--- src/rtl/ysyx_22041412_memarb.sv ---
// ysyx_22041412_memarb
// Single-port memory arbiter/sequencer shared by instruction fetch and load/store.
// Only one transaction is in flight at a time: IDLE -> REQ -> WAIT -> RESP for
// reads, IDLE -> REQ -> RESP for writes, IDLE -> RESP for misaligned/illegal
// accesses, which never touch memory.
// Ports:
//   clk, rst           clock, asynchronous active-low reset
//   if_*               fetch request/grant and one-cycle response (32-bit instruction)
//   ls_*               load/store request/grant and one-cycle completion (extended data)
//   mem_*              64-bit single memory port (valid/ready request, rvalid response)
//   busy               high whenever the sequencer is not idle
module ysyx_22041412_memarb #(
  parameter int LS_STREAK = 4
) (
  input  logic        clk,
  input  logic        rst,
  input  logic        if_req,
  input  logic [63:0] if_addr,
  output logic        if_gnt,
  output logic        if_rvalid,
  output logic [31:0] if_rdata,
  output logic        if_err,
  input  logic        ls_req,
  input  logic        ls_we,
  input  logic [63:0] ls_addr,
  input  logic [63:0] ls_wdata,
  input  logic [2:0]  ls_func3,
  output logic        ls_gnt,
  output logic        ls_done,
  output logic [63:0] ls_rdata,
  output logic        ls_err,
  output logic        mem_valid,
  input  logic        mem_ready,
  output logic        mem_we,
  output logic [63:0] mem_addr,
  output logic [63:0] mem_wdata,
  output logic [7:0]  mem_wmask,
  input  logic        mem_rvalid,
  input  logic [63:0] mem_rdata,
  output logic        busy
);

  localparam int SW = (LS_STREAK < 2) ? 1 : $clog2(LS_STREAK + 1);
  localparam logic [SW-1:0] STREAK_MAX = SW'(LS_STREAK);

  typedef enum logic [1:0] {IDLE = 2'd0, REQ = 2'd1, WAIT = 2'd2, RESP = 2'd3} state_t;

  // Byte-enable pattern for an access of the given size code, before shifting.
  function automatic logic [7:0] size_mask(input logic [1:0] sz);
    case (sz)
      2'b00:   size_mask = 8'h01;
      2'b01:   size_mask = 8'h03;
      2'b10:   size_mask = 8'h0F;
      2'b11:   size_mask = 8'hFF;
      default: size_mask = 8'h00;
    endcase
  endfunction

  // True when the byte offset is not a multiple of the access size.
  function automatic logic misaligned(input logic [1:0] sz, input logic [2:0] off);
    case (sz)
      2'b00:   misaligned = 1'b0;
      2'b01:   misaligned = off[0];
      2'b10:   misaligned = (off[1:0] != 2'b00);
      2'b11:   misaligned = (off != 3'b000);
      default: misaligned = 1'b1;
    endcase
  endfunction

  // Sign/zero extension of already right-aligned load data.
  function automatic logic [63:0] load_ext(input logic [63:0] r, input logic [2:0] f3);
    case (f3)
      3'b000:  load_ext = {{56{r[7]}}, r[7:0]};
      3'b001:  load_ext = {{48{r[15]}}, r[15:0]};
      3'b010:  load_ext = {{32{r[31]}}, r[31:0]};
      3'b011:  load_ext = r;
      3'b100:  load_ext = {56'd0, r[7:0]};
      3'b101:  load_ext = {48'd0, r[15:0]};
      3'b110:  load_ext = {32'd0, r[31:0]};
      default: load_ext = 64'd0;
    endcase
  endfunction

  state_t         state_q, state_d;
  logic [SW-1:0]  streak_q, streak_d;
  logic           is_if_q, is_if_d;
  logic [2:0]     off_q, off_d;
  logic [2:0]     func3_q, func3_d;
  logic           mem_valid_q, mem_valid_d;
  logic           mem_we_q, mem_we_d;
  logic [63:0]    mem_addr_q, mem_addr_d;
  logic [63:0]    mem_wdata_q, mem_wdata_d;
  logic [7:0]     mem_wmask_q, mem_wmask_d;
  logic           if_rvalid_q, if_rvalid_d;
  logic [31:0]    if_rdata_q, if_rdata_d;
  logic           if_err_q, if_err_d;
  logic           ls_done_q, ls_done_d;
  logic [63:0]    ls_rdata_q, ls_rdata_d;
  logic           ls_err_q, ls_err_d;
  logic           busy_q, busy_d;

  logic idle_s, if_win_s, if_bad_s, ls_bad_s;

  // Arbitration: load/store wins unless fetch is alone or the streak limit is hit.
  assign idle_s   = rst && (state_q == IDLE);
  assign if_win_s = if_req && (!ls_req || (streak_q == STREAK_MAX));
  assign if_gnt   = idle_s && if_win_s;
  assign ls_gnt   = idle_s && ls_req && !if_win_s;

  // Illegal stores (unsigned size codes) and func3=111 loads are reported like misalignment.
  assign if_bad_s = (if_addr[1:0] != 2'b00);
  assign ls_bad_s = misaligned(ls_func3[1:0], ls_addr[2:0]) ||
                    (ls_we && ls_func3[2]) ||
                    (!ls_we && (ls_func3 == 3'b111));

  // Next-state and next-output computation for the sequencer.
  always_comb begin
    state_d     = state_q;
    is_if_d     = is_if_q;
    off_d       = off_q;
    func3_d     = func3_q;
    mem_valid_d = mem_valid_q;
    mem_we_d    = mem_we_q;
    mem_addr_d  = mem_addr_q;
    mem_wdata_d = mem_wdata_q;
    mem_wmask_d = mem_wmask_q;
    if_rvalid_d = 1'b0;
    if_rdata_d  = if_rdata_q;
    if_err_d    = if_err_q;
    ls_done_d   = 1'b0;
    ls_rdata_d  = ls_rdata_q;
    ls_err_d    = ls_err_q;

    // Streak only counts load/store grants that starve a waiting fetch.
    if (!if_req || if_gnt) begin
      streak_d = '0;
    end else if (ls_gnt && (streak_q != STREAK_MAX)) begin
      streak_d = streak_q + 1'b1;
    end else begin
      streak_d = streak_q;
    end

    case (state_q)
      IDLE: begin
        if (if_gnt) begin
          is_if_d = 1'b1;
          off_d   = if_addr[2:0];
          func3_d = 3'b010;
          if (if_bad_s) begin
            state_d     = RESP;
            if_rvalid_d = 1'b1;
            if_err_d    = 1'b1;
            if_rdata_d  = 32'd0;
          end else begin
            state_d     = REQ;
            mem_valid_d = 1'b1;
            mem_we_d    = 1'b0;
            mem_addr_d  = {if_addr[63:3], 3'b000};
            mem_wdata_d = 64'd0;
            mem_wmask_d = 8'h00;
          end
        end else if (ls_gnt) begin
          is_if_d = 1'b0;
          off_d   = ls_addr[2:0];
          func3_d = ls_func3;
          if (ls_bad_s) begin
            state_d    = RESP;
            ls_done_d  = 1'b1;
            ls_err_d   = 1'b1;
            ls_rdata_d = 64'd0;
          end else begin
            state_d     = REQ;
            mem_valid_d = 1'b1;
            mem_we_d    = ls_we;
            mem_addr_d  = {ls_addr[63:3], 3'b000};
            mem_wdata_d = ls_we ? (ls_wdata << {ls_addr[2:0], 3'b000}) : 64'd0;
            mem_wmask_d = ls_we ? (size_mask(ls_func3[1:0]) << ls_addr[2:0]) : 8'h00;
          end
        end else begin
          state_d = IDLE;
        end
      end
      REQ: begin
        if (mem_ready) begin
          mem_valid_d = 1'b0;
          if (mem_we_q) begin
            state_d    = RESP;
            ls_done_d  = 1'b1;
            ls_err_d   = 1'b0;
            ls_rdata_d = 64'd0;
          end else begin
            state_d = WAIT;
          end
        end else begin
          state_d = REQ;
        end
      end
      WAIT: begin
        if (mem_rvalid) begin
          state_d = RESP;
          if (is_if_q) begin
            if_rvalid_d = 1'b1;
            if_err_d    = 1'b0;
            if_rdata_d  = off_q[2] ? mem_rdata[63:32] : mem_rdata[31:0];
          end else begin
            ls_done_d  = 1'b1;
            ls_err_d   = 1'b0;
            ls_rdata_d = load_ext(mem_rdata >> {off_q, 3'b000}, func3_q);
          end
        end else begin
          state_d = WAIT;
        end
      end
      RESP: begin
        state_d = IDLE;
      end
      default: begin
        state_d = IDLE;
      end
    endcase

    busy_d = (state_d != IDLE);
  end

  // Sequencer state and all registered outputs; reset abandons any transaction.
  always_ff @(posedge clk or negedge rst) begin
    if (!rst) begin
      state_q     <= IDLE;
      streak_q    <= '0;
      is_if_q     <= 1'b0;
      off_q       <= 3'd0;
      func3_q     <= 3'd0;
      mem_valid_q <= 1'b0;
      mem_we_q    <= 1'b0;
      mem_addr_q  <= 64'd0;
      mem_wdata_q <= 64'd0;
      mem_wmask_q <= 8'h00;
      if_rvalid_q <= 1'b0;
      if_rdata_q  <= 32'd0;
      if_err_q    <= 1'b0;
      ls_done_q   <= 1'b0;
      ls_rdata_q  <= 64'd0;
      ls_err_q    <= 1'b0;
      busy_q      <= 1'b0;
    end else begin
      state_q     <= state_d;
      streak_q    <= streak_d;
      is_if_q     <= is_if_d;
      off_q       <= off_d;
      func3_q     <= func3_d;
      mem_valid_q <= mem_valid_d;
      mem_we_q    <= mem_we_d;
      mem_addr_q  <= mem_addr_d;
      mem_wdata_q <= mem_wdata_d;
      mem_wmask_q <= mem_wmask_d;
      if_rvalid_q <= if_rvalid_d;
      if_rdata_q  <= if_rdata_d;
      if_err_q    <= if_err_d;
      ls_done_q   <= ls_done_d;
      ls_rdata_q  <= ls_rdata_d;
      ls_err_q    <= ls_err_d;
      busy_q      <= busy_d;
    end
  end

  assign mem_valid = mem_valid_q;
  assign mem_we    = mem_we_q;
  assign mem_addr  = mem_addr_q;
  assign mem_wdata = mem_wdata_q;
  assign mem_wmask = mem_wmask_q;
  assign if_rvalid = if_rvalid_q;
  assign if_rdata  = if_rdata_q;
  assign if_err    = if_err_q;
  assign ls_done   = ls_done_q;
  assign ls_rdata  = ls_rdata_q;
  assign ls_err    = ls_err_q;
  assign busy      = busy_q;

endmodule

--- config.mk ---
export PLATFORM = sky130hd
export DESIGN_NAME = ysyx_22041412_memarb
export DESIGN_NICKNAME = d
export VERILOG_FILES = /design/src/rtl/ysyx_22041412_memarb.sv
export SDC_FILE = /design/constraint.sdc
export NUM_CORES = 1
export LEC_CHECK = 0
export CAP_MARGIN = 20
export CORE_ASPECT_RATIO = 0.5
export CORE_MARGIN = 2
export CORE_UTILIZATION = 26
export CTS_CLUSTER_DIAMETER = 120
export DETAILED_ROUTE_END_ITERATION = 7
export PLACE_DENSITY = 0.58
export SYNTH_ARGS = -nofsm -noshare
export SYNTH_HDL_FRONTEND = slang
export SYNTH_SLANG_ARGS = --single-unit
--- constraint.sdc ---
create_clock -name clk -period 7.1 [get_ports clk]
set_input_delay 1.775 -clock clk [delete_from_list [all_inputs] [get_ports clk]]
set_output_delay 1.775 -clock clk [all_outputs]
set_load 0.05 [all_outputs]
==> results by group <==
Run status
  • Status: finished, final reports clean

Setup path
  • Critical-path top delay cell: clkdlybuf4s50_1
  • Data required time of the critical path: roughly 5.3 ns
  • Arr. time, crit path: 4.07 ns
  • Crit Reg-Reg Startpoint: state_q[1]
  • Crit-path cells: buf_8 -> nand3_1 -> nor2_1 -> clkdlybuf4s50_1
  • Crit path launch type: primary input
  • CP peak stage delay: about 0.94 ns
  • Crit. End Element: output port
  • WP buf/inv: 2
  • Reg2reg path depth: 8
  • Reg2Reg Setup Slack: approximately 3.7 ns
  • Critical path class: primary input to output port
  • Critical R2R Capture: ls_rdata[45]
  • Top cell family by delay on the critical path: buffers and inverters
  • Worst-path fanout max: 70

GRT
  • Largest net degree at the start of global routing: approximately 230
  • Vias in the first global route: approximately 12k
  • First-pass GRT wire length: 85500 µm
  • Initial antenna violation count: 5
  • Total GRT Usage: 0.204
  • GRT overflow: 0

Detailed routing
  • Drt total wl: just under 60000 µm
  • DR iter-0 viols: around 900
  • Drt first pass iters: 5
  • Vias per std cell: approximately 5.0
  • DR WL/cell: approximately 23 µm
  • DRC: 0
  • Final ANT Viol Nets: 0
  • Vias: roughly 12k

Placed design
  • Placed Area: 19600 µm²
  • Routability cong.: 0.878
  • Hpwl dp: 44700 µm
  • IO buf count: slightly above 500

STA
  • Final hold vios: 0
  • Achievable frequency: 171 MHz
  • RSZ-0062 raised after global routing: no
  • Slew HR: 0.306
  • Final setup vio count: 0
  • Setup TNS: 0 ns
  • Worst slew pin tran: ~1.0 ns
  • Setup Skew: about 0.019 ns
  • Fin crit share: 0.823
  • Hold WS: approximately 0.48 ns
  • Post-layout min period: between 5 and 6 ns
  • Final Max Tran Viols: 0

Clock network
  • CTS Hold Bufs: 0
  • Clock slew at reported path FFs: 0.06 ns
  • Worst-Skew Late Latency: roughly 0.57 ns
  • Clk root buf: clkbuf_16
  • Inserted Clock Buffers: 26
  • CTS Buffer Depth: 3
  • Post-CTS setup buffers: 0
  • Clk sinks: about 250
  • H-tree depth: 1
  • CTS tree: yes
  • Post-CTS resize count: 0

Die
  • Die area: roughly 56000 µm²
  • Core area: 53600 µm²
  • Die W: approximately 330 µm
  • Cell Rows: 60
  • I/O pin total: 507
  • Die Span Y: 169 µm
  • Initial core utilization: 0.263

Power
  • Peak VDD IR: roughly 0.22 mV
  • PD cells: 444 nW/µm²
  • Lkg Pwr: 8.84 nW

Logic synthesis
  • Yosys top cell area share: 0.441
  • Synth unique cells: 63
  • Yosys reg bits: ~250
  • Synthesized area per cell: 10.4 µm²
  • Syn Inst Count: between 1k and 1.5k
  • EDFF count, synth: 0
  • Mapped cell area: ~14000 µm²
  • Synth area leader: dfrtp_1
  • Synth Warn #: 0
  • Sequential area share after synthesis: 0.441
  • Commonest cells in the netlist: dfrtp_1 (248), nand2_1 (188), mux2i_1 (170)
  • Count leader, synth: dfrtp_1
  • Area contributors post-synth: dfrtp_1 (44%), mux2i_1 (12%), mux4_2 (7.0%)
  • Synth Flop Type: dfrtp_1
  • Async SR Flop Fraction: 1.00

Finish
  • Nets@finish: roughly 2.1k
  • Layout cell share with drive strength beyond 1: 0.0801
  • Area grow syn2layout: 45.6%
  • Final Cell Area: slightly above 20000 µm²

Hold path
  • Min-Delay Path Class: register to register
  • Min-delay src: mem_addr[28]
  • Hold path cells: 2
  • WHS Endpoint: mem_addr[28]

Flow run
  • Max capacitance violation total: 0
==> worst max-delay path by stage <==
stage          startpoint      to  slack [ns]  cells after the start
6_report              rst  ls_gnt        1.25                      4
5_1_grt               rst  ls_gnt        1.02                      4
4_1_cts               rst  ls_gnt        1.23                      4
3_5_place_dp          rst  ls_gnt        1.23                      4
3_3_place_gp          rst  ls_gnt        1.25                      4
2_1_floorplan         rst  ls_gnt        2.45                      3
==> where the power goes <==
group / total, mW / internal (mW) / switching (mW) / leakage, nW
Combinational: 5.40 / 1.86 / 3.54 / 5.15
Clock: 1.45 / 0.821 / 0.631 / 0.416
Sequential: 2.23 / 1.93 / 0.309 / 3.27
==> state kept, by name, summed over array words and instances, names as in the netlist <==
name,count
if_rdata,32
ls_done,1
ls_err,1
busy,1
if_rvalid,1
is_if_q,1
mem_wmask,8
func3_q,3
if_err,1
state_q,2
mem_addr,61
streak_q,3
off_q,3
mem_valid,1
ls_rdata,64
mem_we,1
mem_wdata,64
==> worst register-to-register path, cell delays in order (launching register included) <==
cell	delay (ns)
dfrtp_1	0.42
inv_1	0.12
ha_1	0.43
nand3_1	0.42
o21ai_0	0.47
o211ai_1	0.15
buf_4	0.36
nor2_1	0.76
a211oi_1	0.11
==> stage by stage <==
step	utilization	worst slack (ns)	power (mW)	std cells
final	0.382	1.25	9.09	2514
after detailed placement	0.366	1.23	7.68	2464
after CTS	0.382	1.23	9.16	2510
after global placement	0.365	1.25	7.65	2463
after global routing	0.382	1.02	9.55	2514
after floorplan	-	2.45	5.78	1354
==> layout by cell type (no fill, tap or decap), types with 9 or more instances in the layout <==
| cell type | instances |
|---|---|
| clkdlybuf4s50_1 | 500 |
| dfrtp_1 | 245 |
| nand2_1 | 187 |
| mux2i_1 | 170 |
| o21ai_0 | 123 |
| nor2_1 | 48 |
| a22o_1 | 46 |
| mux4_2 | 44 |
| o2bb2ai_1 | 41 |
| a21oi_1 | 38 |
| o31ai_1 | 31 |
| clkbuf_16 | 27 |
| a211oi_1 | 25 |
| buf_4 | 21 |
| nand3_1 | 20 |
| nor2b_1 | 18 |
| and3_1 | 13 |
| nor3_1 | 13 |
| a22oi_1 | 12 |
| o31ai_2 | 10 |
| a221o_1 | 10 |
| inv_1 | 9 |
| a32oi_1 | 9 |
==> final cells by class <==
class / count / area (µm²)
inverter: 11 / 41.3
timing repair buffer: 525 / 5220
fill: 5331 / 33100
multi-input combinational: 967 / 7240
antenna: 4 / 10.0
tap: 713 / 892
sequential: 248 / 6210
clock buffer: 38 / 767
clock inverter: 8 / 101
==> cell families (layout without fill, tap and decap cells) <==
family          count (synthesis)  count (layout)  synth area share
simple gates                  341             341             0.109
mux                           222             222             0.198
compound gates                393             393             0.199
flops                         248             248             0.441
other cells                     1               7          0.000267
fa+ha+maj                       8               8           0.00711
buf+inv                       139             582            0.0460
==> routing by layer <==
layer  up-vias  track usage  share of wire
met5         -            0        0.00014
met4         2       0.0494          0.020
met3        64       0.0424          0.047
met2       301        0.363           0.52
met1      6212        0.252           0.41
li1       5891            -              -
Note: power is estimated with default switching activity, not from simulation.
==> variant (same settings) <==
Register the output `ls_err` once more, with the module's reset; this adds one clock of latency there. The other outputs are not delayed to match.
--- a/src/rtl/ysyx_22041412_memarb.sv
+++ b/src/rtl/ysyx_22041412_memarb.sv
@@ -273,7 +273,13 @@
   assign if_err    = if_err_q;
   assign ls_done   = ls_done_q;
   assign ls_rdata  = ls_rdata_q;
-  assign ls_err    = ls_err_q;
+  always_ff @(posedge clk or negedge rst) begin
+    if (!rst) begin
+      ls_err <= '0;
+    end else begin
+      ls_err <= ls_err_q;
+    end
+  end
   assign busy      = busy_q;
 
 endmodule
Function: not settled (the Yosys comparison gave no result); the edit may change what the design does.
==> variant against the unedited design <==
Clock power increased by 6%. Critical path type unchanged. Synthesized cell count grew 2.8%. Sequential cell count rose by 1. Final area increased by 0.12%. Synthesized area decreased by 0.96%. Worst setup slack gained 0.15 ns. Critical endpoint unchanged. Clock skew is 0.0057 ns higher. Total power is 1.6% higher. Fmax rose by 2.6%. Register-to-register slack worse by 0.38 ns. Wire length down 4.0%.
==> variant: results <==
set metrics [dict create \
    status "finished clean" \
    seq_area_frac_synth_pct 44.7 \
    dp_slack_ns 1.41 \
    path_max_fanout 12 \
    ys_async_sr_fraction_pct 100 \
    synth_top_flop_cell "dfrtp_1" \
    clk_latency_ns 0.57 \
    nets 2103 \
    port_buffers 503 \
    skew_ns 0.0247 \
    gp_congestion 0.906 \
    yosysWarningCount 0 \
    first_iter_violations 919 \
    post_cts_buffers 0 \
    holdCritPathClass "reg -> reg" \
    placed_cell_area_sq_um 19600 \
    power.leakage_nw 8.89 \
    synth_cell_types 61 \
    cts_max_path_buffers 3 \
    path_clk_slew_ns 0.06 \
    drive_gt1_share_pct 8.65 \
    setup_violations 0 \
    synth.area.top_cells "dfrtp_1, mux2i_1, mux4_2, nand2_1, o21ai_0" \
    cts-root-buf "clkbuf_16" \
    grt_usage_pct 19.7 \
    cts-buffers-inserted 27 \
    ctsResizeCount 0 \
    ys_top_cells_by_count "dfrtp_1, nand2_1, mux2i_1" \
    hpwl_um 43400 \
    via_per_inst 4.91 \
    antenna_found_initial 2 \
    slew_headroom_pct 32.3 \
    grt_pass1_vias 12400 \
    wl_per_cell_um 22.1 \
    htreeDepth 1 \
    grt_pass1_wl_um 82700 \
    arrival_ns 3.92 \
    vdd_ir_drop_max_uv 169 \
    first_pass_iters 4 \
    grt_max_degree 108 \
]
==> variant: path summary, 6_finish.rpt <==
check / start / to / slack [ns] / cells past startpoint
setup reg to reg: state_q[0] / mem_wdata[63] / 3.32 / 10
max in group asynchronous: rst / ls_rdata[39] / 4.26 / 3
hold / removal: ls_err_q / ls_err / 0.39 / 0
min in group asynchronous: rst / mem_wdata[41] / 1.41 / 2
setup / recovery: ls_req / ls_gnt / 1.40 / 4
hold reg to reg: ls_err_q / ls_err / 0.39 / 0
==> variant: final cells by class <==
class	instances	area, sq um
inverters	31	116
flip-flops and latches	249	6240
repair buffers	530	5260
fillers	5158	32000
clock buffers	33	738
well taps	701	877
clock inverters	17	203
multi-input cells	990	7080
diodes	2	5.00
==> variant: report_power, final <==
part	leakage [nW]	internal [mW]	total, mW	switching, mW
Sequential	3.30	1.96	2.31	0.347
Combinational	5.12	1.80	5.39	3.59
Clock	0.470	0.889	1.53	0.641
==> variant: cell families (layout without fill, tap and decap cells) <==
logic type      after synthesis  count (layout)  synth area share [%]
compound gates              400             400                  17.3
fa+ha+maj                     8               8                 0.718
buf+inv                     153             611                  4.66
flops                       249             249                  44.7
mux                         242             242                  22.4
other cells                   1               5                0.0269
simple gates                337             337                  10.2
==> variant: per-stage QoR <==
step | power [mW] | std cells | util [%]
3_3_place_gp | 7.70 | 2500 | 37.3
6_report | 9.23 | 2553 | 39.1
5_1_grt | 9.71 | 2553 | 39.1
4_1_cts | 9.31 | 2550 | 39.0
3_5_place_dp | 7.74 | 2500 | 37.3
2_1_floorplan | 5.81 | 1392 | -
==> variant: critical path, cell delays in order <==
cell and delay [ns]:
clkdlybuf4s50_1 0.48, nand3_1 0.30, a31oi_2 0.42, clkdlybuf4s50_1 0.93
==> variant: routing by layer <==
layer	up-vias	GRT usage, %	wire [um]
met5	-	0	0
met4	0	6.57	1910
met3	100	2.65	2270
met2	305	35.6	29700
met1	6238	24.2	22600
li1	5887	-	-
